--- src/rtl/select_accum.sv ---
// select_accum: sweeps one 256-channel frame, fetches each channel's select
// bit from the mask store (1-cycle read latency) and accumulates the selected
// samples into a signed sum, a selected-channel count and, optionally, a peak.
// Optional feature macro: SEL_PEAK_EN (signed maximum of selected samples).
//
// Handshake summary: sample_valid has no backpressure; every sample seen
// with sample_valid=1 in RUN is taken. sel_rd_en is a one-cycle read strobe
// (the mask store has no ready of its own); sel_bit is meaningful only when
// sel_bit_valid=1 two cycles after the sample was taken. sel_rd_ready is a
// level: low means the mask is being rewritten and any frame in progress is
// abandoned.
module select_accum #(
  parameter int DATA_W = 16,
  parameter int ACC_W  = 24
) (
  input  logic              clk,
  input  logic              rst,
  input  logic              frame_start,
  input  logic [DATA_W-1:0] sample_in,
  input  logic              sample_valid,
  input  logic              sel_rd_ready,
  output logic              sel_rd_en,
  output logic [7:0]        sel_rd_addr,
  input  logic              sel_bit,
  input  logic              sel_bit_valid,
  output logic [ACC_W-1:0]  sum_out,
  output logic [8:0]        count_out,
  output logic [DATA_W-1:0] peak_out,
  output logic              result_valid,
  output logic              busy,
  output logic              frame_drop,
  output logic              frame_abort,
  output logic              sync_err,
  output logic [1:0]        dbg_state
);

  localparam logic [1:0] ST_IDLE  = 2'd0;
  localparam logic [1:0] ST_RUN   = 2'd1;
  localparam logic [1:0] ST_DRAIN = 2'd2;

  logic [1:0]        r_state;
  logic [7:0]        r_ch;

  // Two-stage delay pipe: stage 1 drives the mask read, stage 2 lines up
  // with the returned select bit.
  logic              r_s1_valid;
  logic [7:0]        r_s1_ch;
  logic [DATA_W-1:0] r_s1_data;
  logic              r_s2_valid;
  logic [7:0]        r_s2_ch;
  logic [DATA_W-1:0] r_s2_data;

  logic [ACC_W-1:0]  r_sum;
  logic [8:0]        r_cnt;
  logic [ACC_W-1:0]  r_sum_out;
  logic [8:0]        r_cnt_out;
  logic              r_result_valid;
  logic              r_frame_drop;
  logic              r_frame_abort;
  logic              r_sync_err;

  logic              w_start;
  logic              w_drop;
  logic              w_abort;
  logic              w_accept;
  logic              w_hit;
  logic              w_miss;
  logic              w_last;
  logic [ACC_W-1:0]  w_sext;
  logic [ACC_W-1:0]  w_sum_next;
  logic [8:0]        w_cnt_next;

  // Event decode for the current cycle; abort outranks everything in a frame.
  always_comb begin
    w_start  = (r_state == ST_IDLE) && frame_start && sel_rd_ready;
    w_drop   = (r_state == ST_IDLE) && frame_start && !sel_rd_ready;
    w_abort  = (r_state != ST_IDLE) && !sel_rd_ready;
    w_accept = (r_state == ST_RUN) && sample_valid && !w_abort;
    w_hit    = r_s2_valid && sel_bit_valid && sel_bit;
    w_miss   = r_s2_valid && !sel_bit_valid;
    w_last   = (r_state == ST_DRAIN) && r_s2_valid && (r_s2_ch == 8'hFF) && !w_abort;
    w_sext   = {{(ACC_W-DATA_W){r_s2_data[DATA_W-1]}}, r_s2_data};
    w_sum_next = w_hit ? (r_sum + w_sext) : r_sum;
    w_cnt_next = r_cnt + {8'd0, w_hit};
  end

  // Frame sequencer and channel counter.
  always_ff @(posedge clk or posedge rst) begin
    if (rst) begin
      r_state <= ST_IDLE;
      r_ch    <= 8'd0;
    end else begin
      case (r_state)
        ST_IDLE: begin
          if (w_start) begin
            r_state <= ST_RUN;
            r_ch    <= 8'd0;
          end
        end
        ST_RUN: begin
          if (w_abort) begin
            r_state <= ST_IDLE;
            r_ch    <= 8'd0;
          end else if (w_accept) begin
            r_ch <= r_ch + 8'd1;
            if (r_ch == 8'hFF) r_state <= ST_DRAIN;
          end
        end
        ST_DRAIN: begin
          if (w_abort || w_last) begin
            r_state <= ST_IDLE;
            r_ch    <= 8'd0;
          end
        end
        default: r_state <= ST_IDLE;
      endcase
    end
  end

  // Delay pipe; start and abort both empty it so no stale channel survives.
  always_ff @(posedge clk or posedge rst) begin
    if (rst) begin
      r_s1_valid <= 1'b0;
      r_s1_ch    <= 8'd0;
      r_s1_data  <= '0;
      r_s2_valid <= 1'b0;
      r_s2_ch    <= 8'd0;
      r_s2_data  <= '0;
    end else if (w_abort || w_start) begin
      r_s1_valid <= 1'b0;
      r_s2_valid <= 1'b0;
    end else begin
      r_s1_valid <= w_accept;
      r_s1_ch    <= r_ch;
      r_s1_data  <= sample_in;
      r_s2_valid <= r_s1_valid;
      r_s2_ch    <= r_s1_ch;
      r_s2_data  <= r_s1_data;
    end
  end

  // Running sum and count of the frame in progress.
  always_ff @(posedge clk or posedge rst) begin
    if (rst) begin
      r_sum <= '0;
      r_cnt <= 9'd0;
    end else if (w_start) begin
      r_sum <= '0;
      r_cnt <= 9'd0;
    end else if (!w_abort) begin
      r_sum <= w_sum_next;
      r_cnt <= w_cnt_next;
    end
  end

  // Result registers, status pulses and the sticky missing-bit flag.
  always_ff @(posedge clk or posedge rst) begin
    if (rst) begin
      r_sum_out      <= '0;
      r_cnt_out      <= 9'd0;
      r_result_valid <= 1'b0;
      r_frame_drop   <= 1'b0;
      r_frame_abort  <= 1'b0;
      r_sync_err     <= 1'b0;
    end else begin
      r_result_valid <= w_last;
      r_frame_drop   <= w_drop;
      r_frame_abort  <= w_abort;
      if (w_last) begin
        r_sum_out <= w_sum_next;
        r_cnt_out <= w_cnt_next;
      end
      if (w_start)
        r_sync_err <= 1'b0;
      else if (w_miss && !w_abort)
        r_sync_err <= 1'b1;
    end
  end

`ifdef SEL_PEAK_EN
  logic [DATA_W-1:0] r_peak;
  logic [DATA_W-1:0] r_peak_out;
  logic [DATA_W-1:0] w_peak_next;

  // A frame starts its peak at the most negative value so an empty frame
  // reports exactly that.
  always_comb begin
    w_peak_next = r_peak;
    if (w_hit && ($signed(r_s2_data) > $signed(r_peak))) w_peak_next = r_s2_data;
  end

  // Peak tracking and its result register.
  always_ff @(posedge clk or posedge rst) begin
    if (rst) begin
      r_peak     <= '0;
      r_peak_out <= '0;
    end else begin
      if (w_start)
        r_peak <= {1'b1, {(DATA_W-1){1'b0}}};
      else if (!w_abort)
        r_peak <= w_peak_next;
      if (w_last) r_peak_out <= w_peak_next;
    end
  end

  assign peak_out = r_peak_out;
`else
  assign peak_out = '0;
`endif

  assign sel_rd_en    = r_s1_valid;
  assign sel_rd_addr  = r_s1_ch;
  assign sum_out      = r_sum_out;
  assign count_out    = r_cnt_out;
  assign result_valid = r_result_valid;
  assign busy         = (r_state != ST_IDLE);
  assign frame_drop   = r_frame_drop;
  assign frame_abort  = r_frame_abort;
  assign sync_err     = r_sync_err;
  assign dbg_state    = r_state;

endmodule

--- config.mk ---
export PLATFORM = sky130hd
export DESIGN_NAME = select_accum
export DESIGN_NICKNAME = d
export VERILOG_FILES = /design/src/rtl/select_accum.sv
export SDC_FILE = /design/constraint.sdc
export NUM_CORES = 1
export LEC_CHECK = 0
export BUFFER_PORTS_ARGS = -buffer_cell sky130_fd_sc_hd__buf_4
export CORE_MARGIN = 1.5
export CORE_UTILIZATION = 55
export CTS_CLUSTER_SIZE = 30
export DETAILED_ROUTE_END_ITERATION = 12
export GPL_ROUTABILITY_DRIVEN = 0
export PLACE_DENSITY_LB_ADDON = 0.25
export SYNTH_ARGS = -nofsm -noshare
export SYNTH_HDL_FRONTEND = slang
export SYNTH_SLANG_ARGS = --single-unit
--- constraint.sdc ---
create_clock -name clk -period 4 [get_ports clk]
set_input_delay 0.2 -clock clk [delete_from_list [all_inputs] [get_ports clk]]
set_output_delay 0.2 -clock clk [all_outputs]
set_load 0.005 [all_outputs]
==> results of run 1 <==
==> registers in the layout, indices dropped and copies added, names as in the netlist, 2 cells and up <==
name	cells
count_out	9
dbg_state	2
r_ch	8
r_cnt	9
r_s1_data	16
r_s2_ch	8
r_s2_data	16
r_sum	24
sel_rd_addr	8
sum_out	24
==> power breakdown <==
group          internal [mW]  total [mW]  switching (mW)
combinational          0.191       0.510           0.318
sequential              1.39        1.46          0.0672
clock                   1.01        1.56           0.546
==> routing by layer <==
layer	up-vias	share of wire, %	GRT usage, %
met4	0	2.2	11.36
met3	31	5.7	5.535
met1	2792	43	34.35
met5	-	0	0
met2	218	49	42.12
li1	2781	-	-
==> synth_stat cells, types with 2 or more instances <==
| library cell | instances | area, um^2 |
|---|---|---|
| o21a_1 | 6 | 45.04 |
| buf_6 | 2 | 22.52 |
| o21ai_1 | 6 | 30.03 |
| nand2_1 | 232 | 870.8 |
| clkbuf_1 | 23 | 86.33 |
| nor4_1 | 3 | 18.77 |
| and2_1 | 3 | 18.77 |
| nand2b_1 | 3 | 18.77 |
| o21a_2 | 2 | 17.52 |
| a21o_1 | 5 | 37.54 |
| a22o_1 | 14 | 122.6 |
| a211oi_2 | 2 | 25.02 |
| buf_2 | 9 | 45.04 |
| a32o_1 | 2 | 20.02 |
| nor2_1 | 34 | 127.6 |
| and3_2 | 2 | 15.01 |
| xnor2_1 | 18 | 157.7 |
| a211oi_1 | 6 | 45.04 |
| or3_1 | 2 | 12.51 |
| o31ai_1 | 6 | 45.04 |
| o21bai_1 | 4 | 30.03 |
| ha_1 | 26 | 325.3 |
| nor3_1 | 6 | 30.03 |
| a21oi_1 | 40 | 200.2 |
| nand3b_1 | 4 | 30.03 |
| buf_4 | 18 | 135.1 |
| o21ai_0 | 55 | 275.3 |
| nand3_1 | 25 | 125.1 |
| nor2b_1 | 4 | 25.02 |
| a221o_1 | 2 | 20.02 |
| inv_1 | 16 | 60.06 |
| xor2_1 | 8 | 70.07 |
| a31oi_1 | 5 | 31.28 |
| mux2i_1 | 13 | 130.1 |
| dfrtp_1 | 130 | 3253 |
| nand4_1 | 6 | 37.54 |
| and3_1 | 18 | 112.6 |
==> cells in the final DEF, fill, tap and decap left out, drive strengths merged, types with 8 or more instances in the layout <==
cell / instances
a211oi: 8
a21oi: 41
a22o: 14
and3: 20
buf: 82
clkbuf: 27
conb: 16
dfrtp: 130
dlygate4sd3: 16
ha: 26
inv: 16
mux2i: 13
nand2: 232
nand3: 25
nor2: 35
o21a: 8
o21ai: 61
xnor2: 18
xor2: 8
==> critical path, cell delays in order (launching register included) <==
cell and delay [ns]:
dfrtp_1 0.38, ha_1 0.24, fa_1 0.42, a21oi_1 0.23, o21ai_1 0.19, a31o_2 0.25
nor4_1 0.38, o21bai_1 0.18, xor2_1 0.17, a22o_1 0.21
==> metrics by stage <==
| step | cells | util (%) | area [um^2] |
|---|---|---|---|
| 2_1_floorplan | 795 | - | 6934 |
| 3_3_place_gp | 991 | 61.62 | 7463 |
| 3_5_place_dp | 991 | 61.62 | 7463 |
| 4_1_cts | 1038 | 67.84 | 8217 |
| 5_1_grt | 1038 | 67.84 | 8217 |
| 6_report | 1038 | 67.84 | 8217 |
==> area by class of cell <==
type	count	area [um^2]	area share [%]
clock inverters	4	70.07	0.8527
flip-flops and latches	130	3253	39.59
inverters	16	62.56	0.7614
well taps	168	210.2	2.558
repair buffers	98	775.7	9.441
multi-input cells	595	3322	40.43
clock buffers	27	523.0	6.365
==> worst paths after layout <==
path | cells past startpoint | to | slack, ns | from
setup / recovery | 9 | r_sum[18] | 1.24 | r_s2_data[0]
hold / removal | 2 | r_s1_data[2] | 0.004 | rst
setup reg to reg | 9 | r_sum[18] | 1.24 | r_s2_data[0]
hold reg to reg | 2 | r_s2_data[3] | 0.46 | r_s1_data[3]
max in group asynchronous | 3 | r_s1_data[13] | 3.03 | rst
min in group clk | 3 | r_s1_data[14] | 0.02 | sample_in[14]
==> kinds of logic (layout without fill, tap and decap cells) <==
group,Yosys count,in the layout
adders and majority gates,27,27
muxes,13,13
xor gates and xnor gates,26,26
DFF,130,130
buffers and inverters,70,145
and+or+nand+nor,346,346
other,1,16
AOI/OAI and AO/OA,167,167
==> impl.org, run 1 <==
** CTS
- Number of clock sinks :: 130
- CTS Buf Count :: 17
- Root buffer selected by CTS :: clkbuf_16
- Clock latency at the later pin of the worst-skew pair :: 0.43 ns
- Maximum number of buffers from clock root to sink :: 2
- Hold repair after CTS inserted 16 buffers.
- Clk slew on worst S/H paths :: 0.05 ns
- Post-CTS Repair Setup Buffers :: 0
- The number of gates resized after CTS was 0.
- Clock tree from TritonCTS :: built
- H-Tree Depth :: 4

** Synthesis
- Sequential element share of the synthesized area :: 47.30%
- The portion of synthesized area spent on multiplexers is 1.892%.
- The synthesized netlist devotes 15.63% of its cell area to compound gates.
- Synthesized area per cell :: 8.818 um^2
- Number of cells produced by synthesis :: 780
- Among all flip-flop cells after synthesis, the most frequent one is dfrtp_1.
- In this run, synthesis produced a sequential element count of 130.
- Summing the areas of all fa, ha and maj instances in the mapped netlist gives 5.021% of the synthesized area.
- Of the total synthesized cell area, the portion taken by AND, OR, NAND and NOR gates is 21.47%.
- The synthesized netlist occupies a cell area of 6878 um^2.
- Counting flops with a built-in enable in the synthesized netlist gives 0.
- Combinational family with the most area after synthesis :: simple AND/OR/NAND/NOR gates
- Of the total synthesized cell area, the portion taken by XOR and XNOR cells is 3.311%.
- The number of different library cells used by synthesis comes to 57.
- Yosys warning count :: 0
- Async SR Flop Fraction :: 100.0%

** Pwr
- Leak :: 4.152 nW
- Total power :: 3.528 mW
- IR analysis of the VDD net gives a maximum drop of 0.2912 mV.
- For this design the ratio of total power to cell area is 429.4 nW/um^2.

** Timing
- Number of max-slew violations in the final report :: 0
- Tightest Pin Transition :: 0.9891 ns
- Layout Skew :: 0.01045 ns
- Fin Hold WS :: 0.003864 ns
- In the final timing run, aggregate negative setup slack is 0 ns.
- Least setup slack across all paths after layout :: 1.245 ns
- Setup repair after global routing missed its margin :: no
- Number of endpoints with negative hold slack in the final report :: 0
- Measured against its own limit, the worst slew margin works out to 34.06%.
- Setup violations remaining at the end of the flow were counted as 0.
- Tcrit/Tclk final :: 68.89%
- Minimum clock period after layout :: 2.755 ns
- Derived from the worst setup path, the maximum achievable clock frequency is 0.3629 GHz.

** Setup path
- Critical Path RT :: 4.31 ns
- Critical path arrival :: 3.07 ns
- Critical Path Start Type :: flop
- Worst Setup Path Type :: flop to flop
- The worst setup path is captured at a flop.
- Maximum fanout along the worst path :: 4

** Finish
- From synthesis to final layout, the design area changed by 19.47%.
- Of the cells placed in the final design, the portion with a size suffix greater than 1 is 14.37%.
- Net total in the final layout :: 908
- Fill cells in the final layout number 976.
- Antenna cell count :: 0

** Global route
- Number of antenna violations at the first check in global routing :: 0
- Entering global routing, the biggest net connects 80 pins.
- The via count of the first global-routing pass was 5655.
- GRT overflow :: 0
- Global routing consumed, over all layers together, 26.10% of the routing resources.
- The first global-routing pass estimated 26.92 mm of wire.

** Die
- Area of the core :: 12110 um^2
- Floorplan die height :: 114.8 um
- 88 I/O pins were placed.
- Initial core utilization :: 56.79%
- The floorplan step defined a die boundary enclosing 13180 um^2.
- From left edge to right edge, the die measures 114.8 um.
- The floorplan has 40 rows.

** Route
- Violation count after the first detailed-route iteration :: 440
- In the routed layout, each cell is associated on average with a via count of 5.609.
- The first TritonRoute pass finished after 7 iterations.
- Remaining design rule violation count :: 0
- Count of nets left with antenna violations after detail routing :: 0
- After detailed routing, the average wire length per cell comes to 15.68 um.
- Final WL :: 16.27 mm
- Vias after detailed routing :: 5822

** Place
- Pre-CTS setup slack :: 1.313 ns
- Port buffering added 71 buffers.
- Detailed placer's ending HPWL :: 10.87 mm

** Status
- The flow ran to the end, and the final reports show no timing, DRC or antenna violations.

** Run
- Max-cap violations in this run came to 0.

** Worst hold path
- In this run the worst hold path is classified as primary input to async pin.
Note: power is estimated with default switching activity, not from simulation.
==> inputs of run 2 (changes only) <==
==> constraint.sdc (replaced) <==
create_clock -name clk -period 2.8 [get_ports clk]
set_input_delay 0.14 -clock clk [delete_from_list [all_inputs] [get_ports clk]]
set_output_delay 0.14 -clock clk [all_outputs]
set_load 0.005 [all_outputs]
==> run 2 against run 1 <==
  * Via count rose by 0.45%
  * Total power up 49%
  * Largest power group unchanged
  * Sequential power up 43%
  * Sequential cell count did not move
==> impl.org, run 2 (synthesized netlist as in run 1, its figures left out) <==
** Route
- The total vias in the final route was 5848 (+0.45%).
- The wire length per cell is 15.68 um (about the same).
- Total met2 wirelength after detailed routing :: 8.026 mm (+1.5%)
- Final WL :: 16.37 mm (+0.62%)
- Violation count after the first detailed-route iteration :: 347 (-21%)
- The residual DRC count came to 0 (unchanged).
- Post-route met1 wirelength :: 7.231 mm (+2.2%)
- The number of routed nets with antenna violations is 0 (unchanged).
- Via/cell ratio :: 5.602 (-0.13%)
- Total length of routed met3 wires :: 782 um (-16%)
- Top routing layer in use :: met4
- The number of search-and-repair iterations in the first detailed-routing pass came to 5 (-2).

** Setup path
- STA classifies the critical path startpoint as a flop.
- STA classifies the critical path endpoint as a flop.
- Critical Path RT :: 3.08 ns (-1.23 ns)
- The data arrival at the endpoint of the critical path was 2.88 ns (-0.19 ns).
- Worst Setup Path Type :: flop to flop
- The worst-path maximum fanout was 4 (unchanged).

** Pwr
- The leakage power summed over all cells was 4.205 nW (+1.3%).
- The total power was 5.241 mW (+49%).
- The power density over the cells came to 627.4 nW/um^2 (+46%).
- The worst ir drop on vdd was 0.4331 mV (+49%).

** Finish
- The register area was 3253 um^2 (unchanged).
- The total area of multi-input combinational cells was 3332 um^2 (+0.30%).
- The antenna diode instance count was 0 (unchanged).
- The library cell used most frequently in the layout, excluding fill and tap cells, is nand2_1.
- The number of fillers in the final layout came to 972 (-0.41%).
- The net count of the finished layout came to 913 (+0.55%).
- From synthesis to final layout, the design area changed by 21.45%.
- Most frequent cells in the layout :: 232 x nand2_1, 130 x dfrtp_1, 82 x buf_4
- Fraction of final layout cells sized beyond drive strength 1 :: 15.18% (+0.81 points)

** Timing
- Tcrit/Tclk final :: 92.88% (+24 points)
- The final period demand of the worst path was 2.601 ns (-0.1549 ns).
- Layout Skew :: 0.007829 ns (-0.002621 ns)
- Achievable clock frequency :: 0.3845 GHz (+6.0%)
- The worst-margin pin slew came to 0.6168 ns (-0.3723 ns).
- Number of max-slew violations in the final report :: 0 (unchanged)
- Setup repair after global routing left no endpoint under its margin.
- The number of failing setup endpoints in the final timing report is 0 (unchanged).
- Number of endpoints with negative hold slack in the final report :: 0 (unchanged)
- The summed negative setup slack over all endpoints was 0 ns (unchanged).
- Worst-case headroom to the max-slew limit :: 58.88% (+25 points)

** Die
- The I/O pin total was 88 (unchanged).
- The number of rows created at floorplan was 40 (unchanged).
- The vertical extent of the die is 114.8 um (unchanged).
- Die outline area :: 13180 um^2 (unchanged)
- Initial core utilization :: 56.79% (unchanged)
- Area of the core :: 12110 um^2 (unchanged)
- Die width :: 114.8 um (unchanged)

** Global route
- The wire length of the first global-routing pass was 27.41 mm (+1.8%).
- The via count of the first global-routing pass came to 5829 (+3.1%).
- Largest net degree at the start of global routing :: 76 (-5.0%)
- GRT overflow :: 0 (unchanged)
- The total track usage is 26.52% (+0.42 points).
- The number of antenna violations at the first check in global routing was 0 (unchanged).

** Worst hold path
- Worst hold path type :: primary input to flop

** CTS
- The number of buffers created by CTS is 17 (unchanged).
- The clock slew at the register clock pins of the worst setup and hold paths came to 0.06 ns (about the same).
- The clock latency reported for the late side of the worst-skew pair is 0.42 ns (about the same).
- H-Tree Depth :: 4 (unchanged)
- Maximum number of buffers from clock root to sink :: 2 (unchanged)
- Clock tree from TritonCTS :: built
- Post-CTS Repair Setup Buffers :: 0 (unchanged)
- The tree is rooted in a clkbuf_16.
- Number of clock sinks :: 130 (unchanged)

** Status
- The run finished with clean final reports.

** Place
- Port-buffer cells :: 71 (unchanged)
- The half-perimeter wire length of the detailed placement result is 10.80 mm (-0.60%).

** Run
- The max-capacitance violation count was 0 (unchanged).
==> run 2: cell count changes in the layout (fill, tap and decap cells not counted) <==
cell / previous run / this run
clkbuf_1: 4 / 1
clkinvlp_4: 0 / 3
dlygate4sd3_1: 16 / 19
buf_12: 0 / 2
bufinv_16: 2 / 4
a21oi_1: 40 / 39
a21oi_2: 1 / 2
clkbuf_8: 6 / 5
clkinv_2: 2 / 3
inv_4: 1 / 0
nor4_1: 3 / 2
nor4_2: 0 / 1
==> run 2: layer usage <==
layer	vias up	GRT usage [%]
met2	164	44.87
met4	0	11.11
met5	-	0
met1	2853	33.79
li1	2798	-
met3	33	4.850
==> run 2: cell type report <==
class,instances,area share (%)
Inverter,16,0.7639
Tap cell,168,2.516
Timing Repair Buffer,103,10.13
Clock buffer,23,5.962
Sequential cell,130,38.95
Clock inverter,9,1.797
Multi-Input combinational cell,595,39.89
==> run 2: power by group <==
group / switching, mW / internal [mW] / leakage (nW)
combinational: 0.460 / 0.283 / 2.14
clock: 0.807 / 1.60 / 0.315
sequential: 0.0959 / 1.99 / 1.75
==> run 2: final timing paths <==
path                                from       endpoint  slack (ns)  depth (start not counted)
max                             r_sum[0]      r_sum[22]        0.20                          9
max in group asynchronous            rst      r_sum[19]        2.05                          4
min reg2reg                r_s1_data[10]  r_s2_data[10]        0.46                          2
min                        sel_bit_valid       sync_err        0.03                          4
max reg2reg                     r_sum[0]      r_sum[22]        0.20                          9
min in group asynchronous            rst   r_s1_data[5]        0.17                          3
==> run 2: timing repair <==
item,4_1_cts,5_1_grt
hold endpoints to repair,147,0
setup endpoints to repair,0,4
hold buffers,19,0
gates resized for setup,0,2
==> run 2: critical path: stages (launching register included) <==
cell and delay [ns]:
dfrtp_1 0.39, ha_1 0.22, fa_1 0.42, a21oi_2 0.18
o21ai_1 0.17, a31o_2 0.27, nor4_2 0.27, o31ai_1 0.13
xnor2_1 0.25, o21ai_0 0.14
==> run 2: per-stage QoR <==
stage / area, um^2 / hold slack (ns) / worst slack, ns / instances / util (%)
CTS: 8343 / 0.02099 / 0.08494 / 1044 / 68.88
detailed placement: 7505 / 0.04665 / 0.08821 / 993 / 61.96
global route: 8353 / 0.07656 / 0.03633 / 1044 / 68.97
finish: 8353 / 0.03132 / 0.1994 / 1044 / 68.97
global placement: 7505 / 0.04272 / 0.1280 / 993 / 61.96
floorplan: 6938 / 0.2454 / 0.3659 / 795 / -
==> inputs of run 3 (changes only) <==
--- a/config.mk
+++ b/config.mk
@@ -6,6 +6,7 @@
 export NUM_CORES = 1
 export LEC_CHECK = 0
 export BUFFER_PORTS_ARGS = -buffer_cell sky130_fd_sc_hd__buf_4
+export CORE_ASPECT_RATIO = 2
 export CORE_MARGIN = 1.5
 export CORE_UTILIZATION = 55
 export CTS_CLUSTER_SIZE = 30
==> run 3 against run 2 <==
  * Non-clock buffer count is 3 higher
  * Sequential share of layout area up 0.25 points
  * Total power down 1.9%
  * Core utilization shrank 0.90 points
  * Clock power down 5%
==> impl.org, run 3 (synthesized netlist as in run 1, its figures left out) <==
** Setup path
- The critical path ends at r_sum[18].
- The worst setup path is captured at a flop.
- Walking the worst path, the cells encountered are ha_1 -> fa_1 -> a21oi_2 -> o21ai_1 -> a31o_2 -> nor4_1 -> buf_4 -> o21bai_1 -> xor2_1 -> a22o_1.
- Critical Path Start :: r_s2_data[0]
- The endpoint identified for the worst register-to-register timing path is r_sum[18].
- Broken down by cell family, the worst path's largest delay share belongs to compound AO/OA/AOI/OAI gates.
- STA classifies the critical path startpoint as a flop.
- The worst-path maximum fanout is 3 (-1).
- The number of cells on the critical path is 10 (+1).
- By startpoint and endpoint, the worst setup path is classified as flop to flop.
- Number of cells on the worst reg-to-reg path :: 10 (+1)
- Register-to-register setup slack :: 0.14 ns (-0.06 ns)
- Critical Path RT :: 3.11 ns (+0.03 ns)
- Critical path arrival :: 2.98 ns (+0.10 ns)
- Critical path buffer and inverter count :: 1 (+1)
- Slowest stage delay, CP :: 0.43 ns (about the same)
- Slowest cell on the critical path :: fa_1
- The startpoint identified for the worst register-to-register timing path is r_s2_data[0].

** Pwr
- The clock share of power is 44.5% (-1.5 points).
- IR drop worst, VDD :: 0.5092 mV (+18%)
- Leak :: 4.195 nW (-0.24%)
- The power density over the cells came to 619.6 nW/um^2 (-1.2%).
- The sequential share of power is 40.6% (+0.8 points).
- The part of the power in combinational logic was 14.8% (+0.6 points).
- Internal :: 3.720 mW (-4.1%)
- The power dissipated by switching net loads is 1.423 mW (+4.4%).
- The switching share of power was 27.68% (+1.7 points).

** Die
- Initial core utilization :: 56.40% (-0.39 points)
- The number of rows created at floorplan came to 57 (+43%).
- Floorplan die height :: 161.1 um (+40%)
- Die outline area :: 13230 um^2 (+0.31%)
- Area of the core :: 12200 um^2 (+0.69%)
- Die width :: 82.08 um (-29%)
- The I/O pin total came to 88 (unchanged).

** Finish
- Layout Cell Area excl Fill :: 8300 um^2 (-0.63%)
- Most frequent cells in the layout :: 232 x nand2_1, 130 x dfrtp_1, 86 x buf_4
- Fraction of the core area covered by cells at the end of the flow :: 68.06% (-0.90 points)
- Area grow syn2layout :: 20.68%
- Most frequent standard cell in the layout excluding fill and tap cells :: nand2_1
- Fraction of final layout cells sized beyond drive strength 1 :: 15.59% (+0.40 points)
- Antenna cell count :: 0 (unchanged)
- Sequential Area :: 3253 um^2 (unchanged)
- Layout filler cell count :: 963 (-0.93%)
- The total area of multi-input combinational cells was 3332 um^2 (unchanged).
- Net total in the final layout :: 916 (+0.33%)

** Route
- The number of routed nets with antenna violations is 0 (unchanged).
- The number of vias per cell after detailed routing came to 5.833 (+4.1%).
- The total vias in the final route is 5985 (+2.3%).
- The number of search-and-repair iterations in the first detailed-routing pass is 4 (-1).
- The total detailed-routing wirelength came to 17.42 mm (+6.4%).
- Violation count after the first detailed-route iteration :: 278 (-20%)
- The detailed-route wire length on metal 1 was 6.427 mm (-11%).
- The residual DRC count is 0 (unchanged).
- The amount of wire on met3 after detailed routing was 835 um (+6.8%).
- The wire length per cell was 16.98 um (+8.2%).
- The met2 wirelength from detailed routing came to 9.285 mm (+16%).
- After detailed routing, no signal wire sits above met4.

** Place
- The half-perimeter wire length of the detailed placement result is 12.19 mm (+13%).
- The post-placement cell area was 7488 um^2 (-0.22%).
- The worst slack at placement was 0.1094 ns (+0.02118 ns).
- Port-buffer cells :: 71 (unchanged)

** Timing
- The headroom to the max-slew limit was 49.15% (-9.7 points).
- The worst-margin pin slew was 0.7627 ns (+0.1459 ns).
- Number of endpoints with negative hold slack in the final report :: 0 (unchanged)
- The final period demand of the worst path came to 2.665 ns (+0.06435 ns).
- The number of failing setup endpoints in the final timing report is 0 (unchanged).
- Setup repair after global routing left no endpoint under its margin.
- The highest clock rate was 0.3752 GHz (-2.4%).
- The worst hold slack was 0.03954 ns (+0.008214 ns).
- The summed negative setup slack over all endpoints is 0 ns (unchanged).
- Number of max-slew violations in the final report :: 0 (unchanged)
- The setup clock skew after layout was 0.009006 ns (+0.001177 ns).
- The least setup slack across all paths after layout was 0.1350 ns (-0.06435 ns).
- The final critical-path share of the clock period was 95.18% (+2.3 points).

** CTS
- Clock latency at the later pin of the worst-skew pair :: 0.42 ns (about the same)
- The number of post-CTS setup repair buffers is 0 (unchanged).
- Maximum number of buffers from clock root to sink :: 2 (unchanged)
- The clock slew at the register clock pins of the worst setup and hold paths came to 0.06 ns (about the same).
- The number of buffers created by CTS was 17 (unchanged).
- H-Tree Depth :: 4 (unchanged)
- Clock tree from TritonCTS :: built
- The clock sink count is 130 (unchanged).
- In this run the clock root is driven by a clkbuf_16.

** Status
- Status :: completed

** Global route
- The wire length of the first global-routing pass came to 28.86 mm (+5.3%).
- Global Route Usage Sum :: 28.53% (+2.0 points)
- Number of antenna violations at the first check in global routing :: 0 (unchanged)
- The overall overflow remaining after global route came to 0 (unchanged).
- Largest net degree at the start of global routing :: 56 (-26%)
- Number of global-route vias before repair :: 6120 (+5.0%)

** Run
- The max-capacitance violation count is 0 (unchanged).

** Worst hold path
- The tightest min-delay check is of the primary input to flop type.
-- run 3: cell count changes in the layout (fill, tap and decap cells not counted), sizes merged --
cell	delta
clkbuf	-4
clkinvlp	+1
inv	+1
buf	+3
bufinv	-1
clkinv	+3
-- run 3: area by class of cell --
class,count,area share [%]
multi-input cells,595,40.14
repair buffers,106,10.31
clock inverters,13,1.914
well taps,147,2.216
flip-flops and latches,130,39.19
clock buffers,19,5.457
inverters,16,0.7688
-- run 3: power groups by stage --
stage,combinational [mW],sequential (mW),clock (mW)
floorplan,0.561,2.09,0
global placement,0.699,2.11,0
detailed placement,0.721,2.12,0
CTS,0.753,2.09,2.31
global route,0.846,2.10,2.39
finish,0.762,2.09,2.29
-- run 3: worst min-delay path, cell delays in order --
cell     delay [ns]
buf_4          0.08
inv_1          0.03
a31oi_1        0.12
nor2_1         0.05
-- run 3: layer usage --
layer  up-vias  GRT usage (%)
met5         -              0
met4         0          17.10
met3        67          4.689
met2       230          49.25
met1      2879          31.62
li1       2809              -
-- run 3: how the worst min path moves through the flow --
stage                   from  slack, ns            end  cells past startpoint
2_1_floorplan   sample_in[0]       0.25   r_s1_data[0]                      2
3_3_place_gp             rst       0.27     sum_out[7]                      2
3_5_place_dp             rst       0.28  r_s2_data[11]                      2
4_1_cts        sel_bit_valid       0.03       sync_err                      4
5_1_grt        sel_bit_valid       0.06       sync_err                      4
6_report       sel_bit_valid       0.04       sync_err                      4
-- run 3: per-stage QoR --
step	power (mW)	std cells
final	5.143	1026
after global routing	5.334	1026
after CTS	5.151	1026
after detailed placement	2.840	975
after global placement	2.811	975
after floorplan	2.648	795
-- run 3: repair_timing --
item / 4_1_cts / 5_1_grt
endpoints found under the hold margin: 45 / 0
hold buffers: 19 / 0
endpoints found under the setup margin: 0 / 3
resized for setup: 0 / 2
